File: src/rtl/ex_mem_pkg.sv
// ex_mem_pkg: shared state, cause, status-bit and control-bit definitions for the EX->MEM stage
package ex_mem_pkg;
    typedef enum logic [1:0] {S_EMPTY, S_FULL, S_EXC_HOLD} state_t;
    localparam logic [4:0] CAUSE_ADEL = 5'd4;
    localparam logic [4:0] CAUSE_ADES = 5'd5;
    localparam logic [4:0] CAUSE_OV   = 5'd12;
    localparam logic [4:0] CAUSE_DIV0 = 5'd15;
    localparam int STAT_ZERO     = 7;
    localparam int STAT_MUL_OVF  = 6;
    localparam int STAT_ADD_OVF  = 5;
    localparam int STAT_NEG      = 4;
    localparam int STAT_MISALIGN = 3;
    localparam int STAT_DIV0     = 2;
    localparam int CTL_REG_WRITE  = 3;
    localparam int CTL_MEM_TO_REG = 2;
    localparam int CTL_MEM_READ   = 1;
    localparam int CTL_MEM_WRITE  = 0;
endpackage

File: src/rtl/ex_exc_detect.sv
// ex_exc_detect: masks ALU status flags and picks the highest-priority exception cause
module ex_exc_detect
    import ex_mem_pkg::*;
#(
    parameter logic [7:0] EXC_MASK = 8'b0110_1100
) (
    input  logic [7:0] status,
    input  logic       trap_en,
    input  logic       mem_read,
    input  logic       mem_write,
    output logic       hit,
    output logic [4:0] cause
);
    logic [7:0] qual;
    logic [7:0] g;
    // misalign only matters for memory ops, overflow only for trapping arithmetic
    assign qual = {1'b0, trap_en, trap_en, 1'b0, mem_read | mem_write, 1'b1, 2'b00};
    assign g = status & EXC_MASK & qual;
    assign hit = |g;
    assign cause = g[STAT_MISALIGN] ? (mem_read ? CAUSE_ADEL : CAUSE_ADES) :
                   (g[STAT_MUL_OVF] | g[STAT_ADD_OVF]) ? CAUSE_OV :
                   g[STAT_DIV0] ? CAUSE_DIV0 : 5'd0;
endmodule

File: src/rtl/ex_mem_stage.sv
// ex_mem_stage: EX->MEM pipeline register with valid/ready flow control and precise ALU exceptions
module ex_mem_stage
    import ex_mem_pkg::*;
#(
    parameter logic [7:0]  EXC_MASK = 8'b0110_1100,
    parameter logic [31:0] RESET_PC = 32'h0000_0000
) (
    input  logic        clk,
    input  logic        rst_n,
    input  logic        in_valid,
    output logic        in_ready,
    input  logic [31:0] alu_result,
    input  logic [7:0]  alu_status,
    input  logic        trap_en,
    input  logic [31:0] pc_in,
    input  logic [31:0] store_data,
    input  logic [4:0]  dest_reg,
    input  logic [3:0]  ctl_in,
    input  logic        flush,
    output logic        out_valid,
    input  logic        out_ready,
    output logic [31:0] result_out,
    output logic [31:0] store_out,
    output logic [4:0]  dest_out,
    output logic [3:0]  ctl_out,
    output logic        zero_out,
    output logic        exc_valid,
    output logic [4:0]  exc_cause,
    output logic [31:0] epc_out,
    output logic        exc_pending,
    input  logic        exc_clear
);
    state_t     state, state_nx;
    logic       accept;
    logic       hit;
    logic [4:0] cause;

    ex_exc_detect #(.EXC_MASK(EXC_MASK)) u_det (
        .status   (alu_status),
        .trap_en  (trap_en),
        .mem_read (ctl_in[CTL_MEM_READ]),
        .mem_write(ctl_in[CTL_MEM_WRITE]),
        .hit      (hit),
        .cause    (cause)
    );

    assign in_ready    = (state != S_EXC_HOLD) && (state == S_EMPTY || out_ready);
    assign accept      = in_valid && in_ready && !flush;
    assign out_valid   = state == S_FULL;
    assign exc_pending = state == S_EXC_HOLD;

    always_ff @(posedge clk) begin
        if (!rst_n) state <= S_EMPTY;
        else        state <= state_nx;
    end

    // only exc_clear leaves the hold state; flush beats any accept
    always_comb begin
        state_nx = state;
        state_nx = (state == S_EXC_HOLD) ? (exc_clear ? S_EMPTY : S_EXC_HOLD) :
                   flush  ? S_EMPTY :
                   accept ? (hit ? S_EXC_HOLD : S_FULL) :
                   (state == S_FULL && out_ready) ? S_EMPTY : state;
    end

    always_ff @(posedge clk) begin
        if (!rst_n) begin
            result_out <= '0;
            store_out  <= '0;
            dest_out   <= '0;
            ctl_out    <= '0;
            zero_out   <= 1'b0;
            exc_valid  <= 1'b0;
            exc_cause  <= '0;
            epc_out    <= RESET_PC;
        end else begin
            exc_valid <= accept && hit;
            if (accept) begin
                result_out <= alu_result;
                store_out  <= store_data;
                dest_out   <= dest_reg;
                ctl_out    <= hit ? 4'd0 : ctl_in;
                zero_out   <= alu_status[STAT_ZERO];
                if (hit) begin
                    epc_out   <= pc_in;
                    exc_cause <= cause;
                end
            end
        end
    end
endmodule

File: config.mk
export PLATFORM = sky130hd
export DESIGN_NAME = ex_mem_stage
export DESIGN_NICKNAME = d
export VERILOG_FILES = /design/src/rtl/ex_mem_pkg.sv /design/src/rtl/ex_exc_detect.sv /design/src/rtl/ex_mem_stage.sv
export SDC_FILE = /design/constraint.sdc
export NUM_CORES = 1
export LEC_CHECK = 0
export ABC_AREA = 0
export ABC_CLOCK_PERIOD_IN_PS = 1400
export BUFFER_PORTS_ARGS = -buffer_cell sky130_fd_sc_hd__buf_2
export CAP_MARGIN = 40
export CORE_MARGIN = 3
export CORE_UTILIZATION = 41
export DETAILED_ROUTE_END_ITERATION = 6
export PLACE_DENSITY = 0.76
export SYNTH_ARGS = -nofsm -noshare
export SYNTH_HDL_FRONTEND = slang
export SYNTH_HIERARCHICAL = 1
export SYNTH_SLANG_ARGS = --single-unit
File: constraint.sdc
create_clock -name clk -period 1.4 [get_ports clk]
set_input_delay 0.21 -clock clk [delete_from_list [all_inputs] [get_ports clk]]
set_output_delay 0.21 -clock clk [all_outputs]
set_load 0.01 [all_outputs]
==> results.py <==
metrics = {
    "clock_network": {
        "h-tree-depth": 4,
        "cts_tree": "built",
        "cts.sinks": 114,
        "clk_pin_slew_ns": 0.06,
        "hold_buffers": 0,
        "root_buffer": "clkbuf_16",
        "cts_buffers": 17,
        "insertion_delay_ns": 0.40,
        "cts_max_path_buffers": 2,
    },
    "power_and_ir_drop": {
        "total_power_mw": 9.25,
        "p_int_mw": 7.07,
        "p_per_area_mw_per_mm2": 1320,
        "swShare_pct": 23.5,
        "p_clk_share_pct": 49.7,
        "power_frac_comb_pct": 12.5,
        "power.leakage_nw": 3.39,
        "irDropWorstVdd_uv": 651,
        "seqPwrFrac_pct": 37.8,
        "p_sw_mw": 2.17,
    },
    "synthesis": {
        "synthArstFlopShare_pct": 0,
        "yosys_register_bits": 114,
        "synth_edf_count": 0,
        "synth_commonest_cells": "nand2_1 (220), dfxtp_1 (114), mux2i_1 (111)",
        "synth.yosys.warnings": 6,
        "ys.flop_type": "dfxtp_1",
        "synth_top_area_share_pct": 49.0,
        "synth_area_leaders": "dfxtp_1 (49%), mux2i_1 (24%), nand2_1 (18%)",
        "synth_top_area_cell": "dfxtp_1",
        "ys_seq_area_share_pct": 49.0,
        "yosysMostFrequentCell": "nand2_1",
        "syn_inst": 514,
        "syn_area_mm2": 0.00466,
        "yosysUniqueCellTypes": 27,
        "syn_area_per_cell_um2": 9.07,
        "synth_fp_nets": 634,
    },
    "route": {
        "viasPerCell": 4.68,
        "drt_pass1_iterations": 4,
        "post-route-drc-count": 0,
        "vias": 4306,
        "totalWireLength_um": 12600,
        "ant_nets": 0,
        "drtIter0Drc": 172,
        "routedWlPerCell_um": 13.7,
    },
    "place": {
        "place_ws_ns": -0.0923,
        "gp_congestion": 0.783,
        "placed_cell_area_mm2": 0.00620,
        "portBuffers": 231,
        "placed_cells": 883,
        "dp_hpwl_um": 9280,
    },
    "worst_setup_path": {
        "cp.arrival_ns": 1.78,
        "path_max_fanout": 7,
        "crit_type": "reg -> reg",
        "required_ns": 1.71,
        "endpoint": "epc_out[31]$_SDFFE_PN0P_",
        "worstSetupEndpointType": "flip-flop",
        "reg2reg_slack_ns": -0.06,
        "reg2reg_to": "epc_out[31]$_SDFFE_PN0P_",
        "reg2reg_from": "state[0]$_SDFFE_PN0P_",
        "start_kind": "flip-flop",
        "critical_path.startpoint": "state[0]$_SDFFE_PN0P_",
        "r2r_cells": 7,
    },
    "sta": {
        "whs_ns": 0.0531,
        "fmax_ghz": 0.683,
        "post-route-period-util_pct": 105,
        "finalCriticalPeriod_ns": 1.46,
        "skew_ns": 0.00849,
        "final_max_slew_viol_count": 0,
        "hold_violations": 0,
        "setup_slack_ns": -0.0643,
        "rsz0062_at_grt": "yes",
        "setup_viol": 51,
    },
    "outcome": {
        "violations": "negative setup slack",
        "status": "finished, violations left",
    },
    "floorplanning": {
        "die_height_um": 113,
        "pin_count": 235,
        "coreArea_mm2": 0.0110,
        "dieArea_mm2": 0.0127,
        "initial_utilization_pct": 42.4,
        "dieWidth_um": 113,
        "num_rows": 38,
    },
    "layout": {
        "fin_area_mm2": 0.00700,
        "layout.nets": 887,
        "syn2layout_area_growth_pct": 50.2,
        "final_cell_count_no_fill": 920,
        "antenna_cells": 0,
        "fillers": 902,
        "layout-drive-gt1-share_pct": 40.6,
    },
    "run": {
        "maxCapViolations": 0,
    },
    "global_route": {
        "grt_pass1_vias": 4273,
        "grt_pass1_wl_um": 20200,
        "antenna_found_initial": 0,
        "grt_max_degree": 63,
        "overflow": 0,
        "track_usage_pct": 19.6,
    },
    "hold_path": {
        "hp-class": "in -> reg",
    },
}
==> layer usage <==
layer	part of all wire, %	track usage [%]	vias to the layer above
li1	-	-	2174
met1	41	22.0	1973
met2	50	34.8	149
met3	8.1	6.95	10
met4	1.0	6.09	0
met5	0	0	-
==> registers in the layout, indices dropped and copies added (netlist names) <==
signal      flops
epc_out        32
result_out     32
store_out      32
dest_out        5
exc_cause       5
ctl_out         4
state           2
exc_valid       1
zero_out        1
==> layout make-up <==
| type | instances | area (um^2) | share of cell area [%] |
|---|---|---|---|
| clock buffer | 19 | 453 | 6.47 |
| clock inverter | 13 | 184 | 2.63 |
| inverter | 1 | 3.75 | 0.0536 |
| multi-input combinational | 361 | 2200 | 31.5 |
| sequential | 114 | 2280 | 32.7 |
| tap | 140 | 175 | 2.50 |
| timing repair buffer | 272 | 1690 | 24.2 |
==> metrics by stage <==
stage               TNS [ns]  utilization [%]
floorplan                  0                -
global route           -7.15             63.7
CTS                    -1.91             62.9
detailed placement     -3.14             56.4
global placement      -0.673             56.4
finish                -0.831             63.7
==> power groups by stage <==
stage	Combinational (mW)	Sequential (mW)	Clock, mW
finish	1.15	3.50	4.60
floorplan	0.483	3.64	0
CTS	1.12	3.50	4.68
global placement	1.06	3.55	0
global route	1.26	3.52	4.84
detailed placement	1.10	3.56	0
==> critical path: stages, from the launching register on <==
cell and delay (ns):
dfxtp_2 0.34, nor2b_4 0.14, buf_6 0.12, nor3_4 0.18, buf_6 0.13, buf_12 0.12, buf_12 0.13, mux2i_2 0.21
==> cell families after synthesis <==
logic type	synth area share, %
and+or+nand+nor	21.2
DFF	49.0
muxes	23.8
buffers and inverters	4.67
AOI/OAI and AO/OA	1.26
other	0.0805
==> worst min path at each step <==
stage,startpoint,to,slack (ns),cells past startpoint
floorplan,flush,state[0]$_SDFFE_PN0P_,0.29,1
finish,pc_in[5],epc_out[5]$_SDFFE_PN0P_,0.05,3
detailed placement,store_out[3]$_SDFFE_PN0N_,store_out[3]$_SDFFE_PN0N_,0.44,2
global route,alu_result[24],result_out[24]$_SDFFE_PN0N_,0.04,3
global placement,store_out[14]$_SDFFE_PN0N_,store_out[14]$_SDFFE_PN0N_,0.44,2
CTS,flush,state[0]$_SDFFE_PN0P_,0.03,2
==> timing repair <==
item / in CTS / in global routing
cloned: 1 / 2
pin swaps: 1 / 1
resized for setup: 8 / 15
buffers inserted: 1 / 1
setup endpoints to repair: 89 / 107
==> cells in the final DEF, fill, tap and decap left out, types with 2 or more instances in the layout <==
cell type,n
nor2_1,2
o21ai_2,2
nand2_1,220
nand3_1,3
buf_2,229
bufinv_16,4
nor3b_1,2
clkinvlp_4,3
nor2b_4,2
dfxtp_2,2
buf_12,11
clkbuf_16,18
buf_6,13
clkinv_4,3
mux2i_2,4
dfxtp_1,112
mux2i_1,106
clkinv_2,3
a21oi_1,2
buf_4,17
clkbuf_8,2
nand3b_1,5
Power figures use the tool's default switching activity.
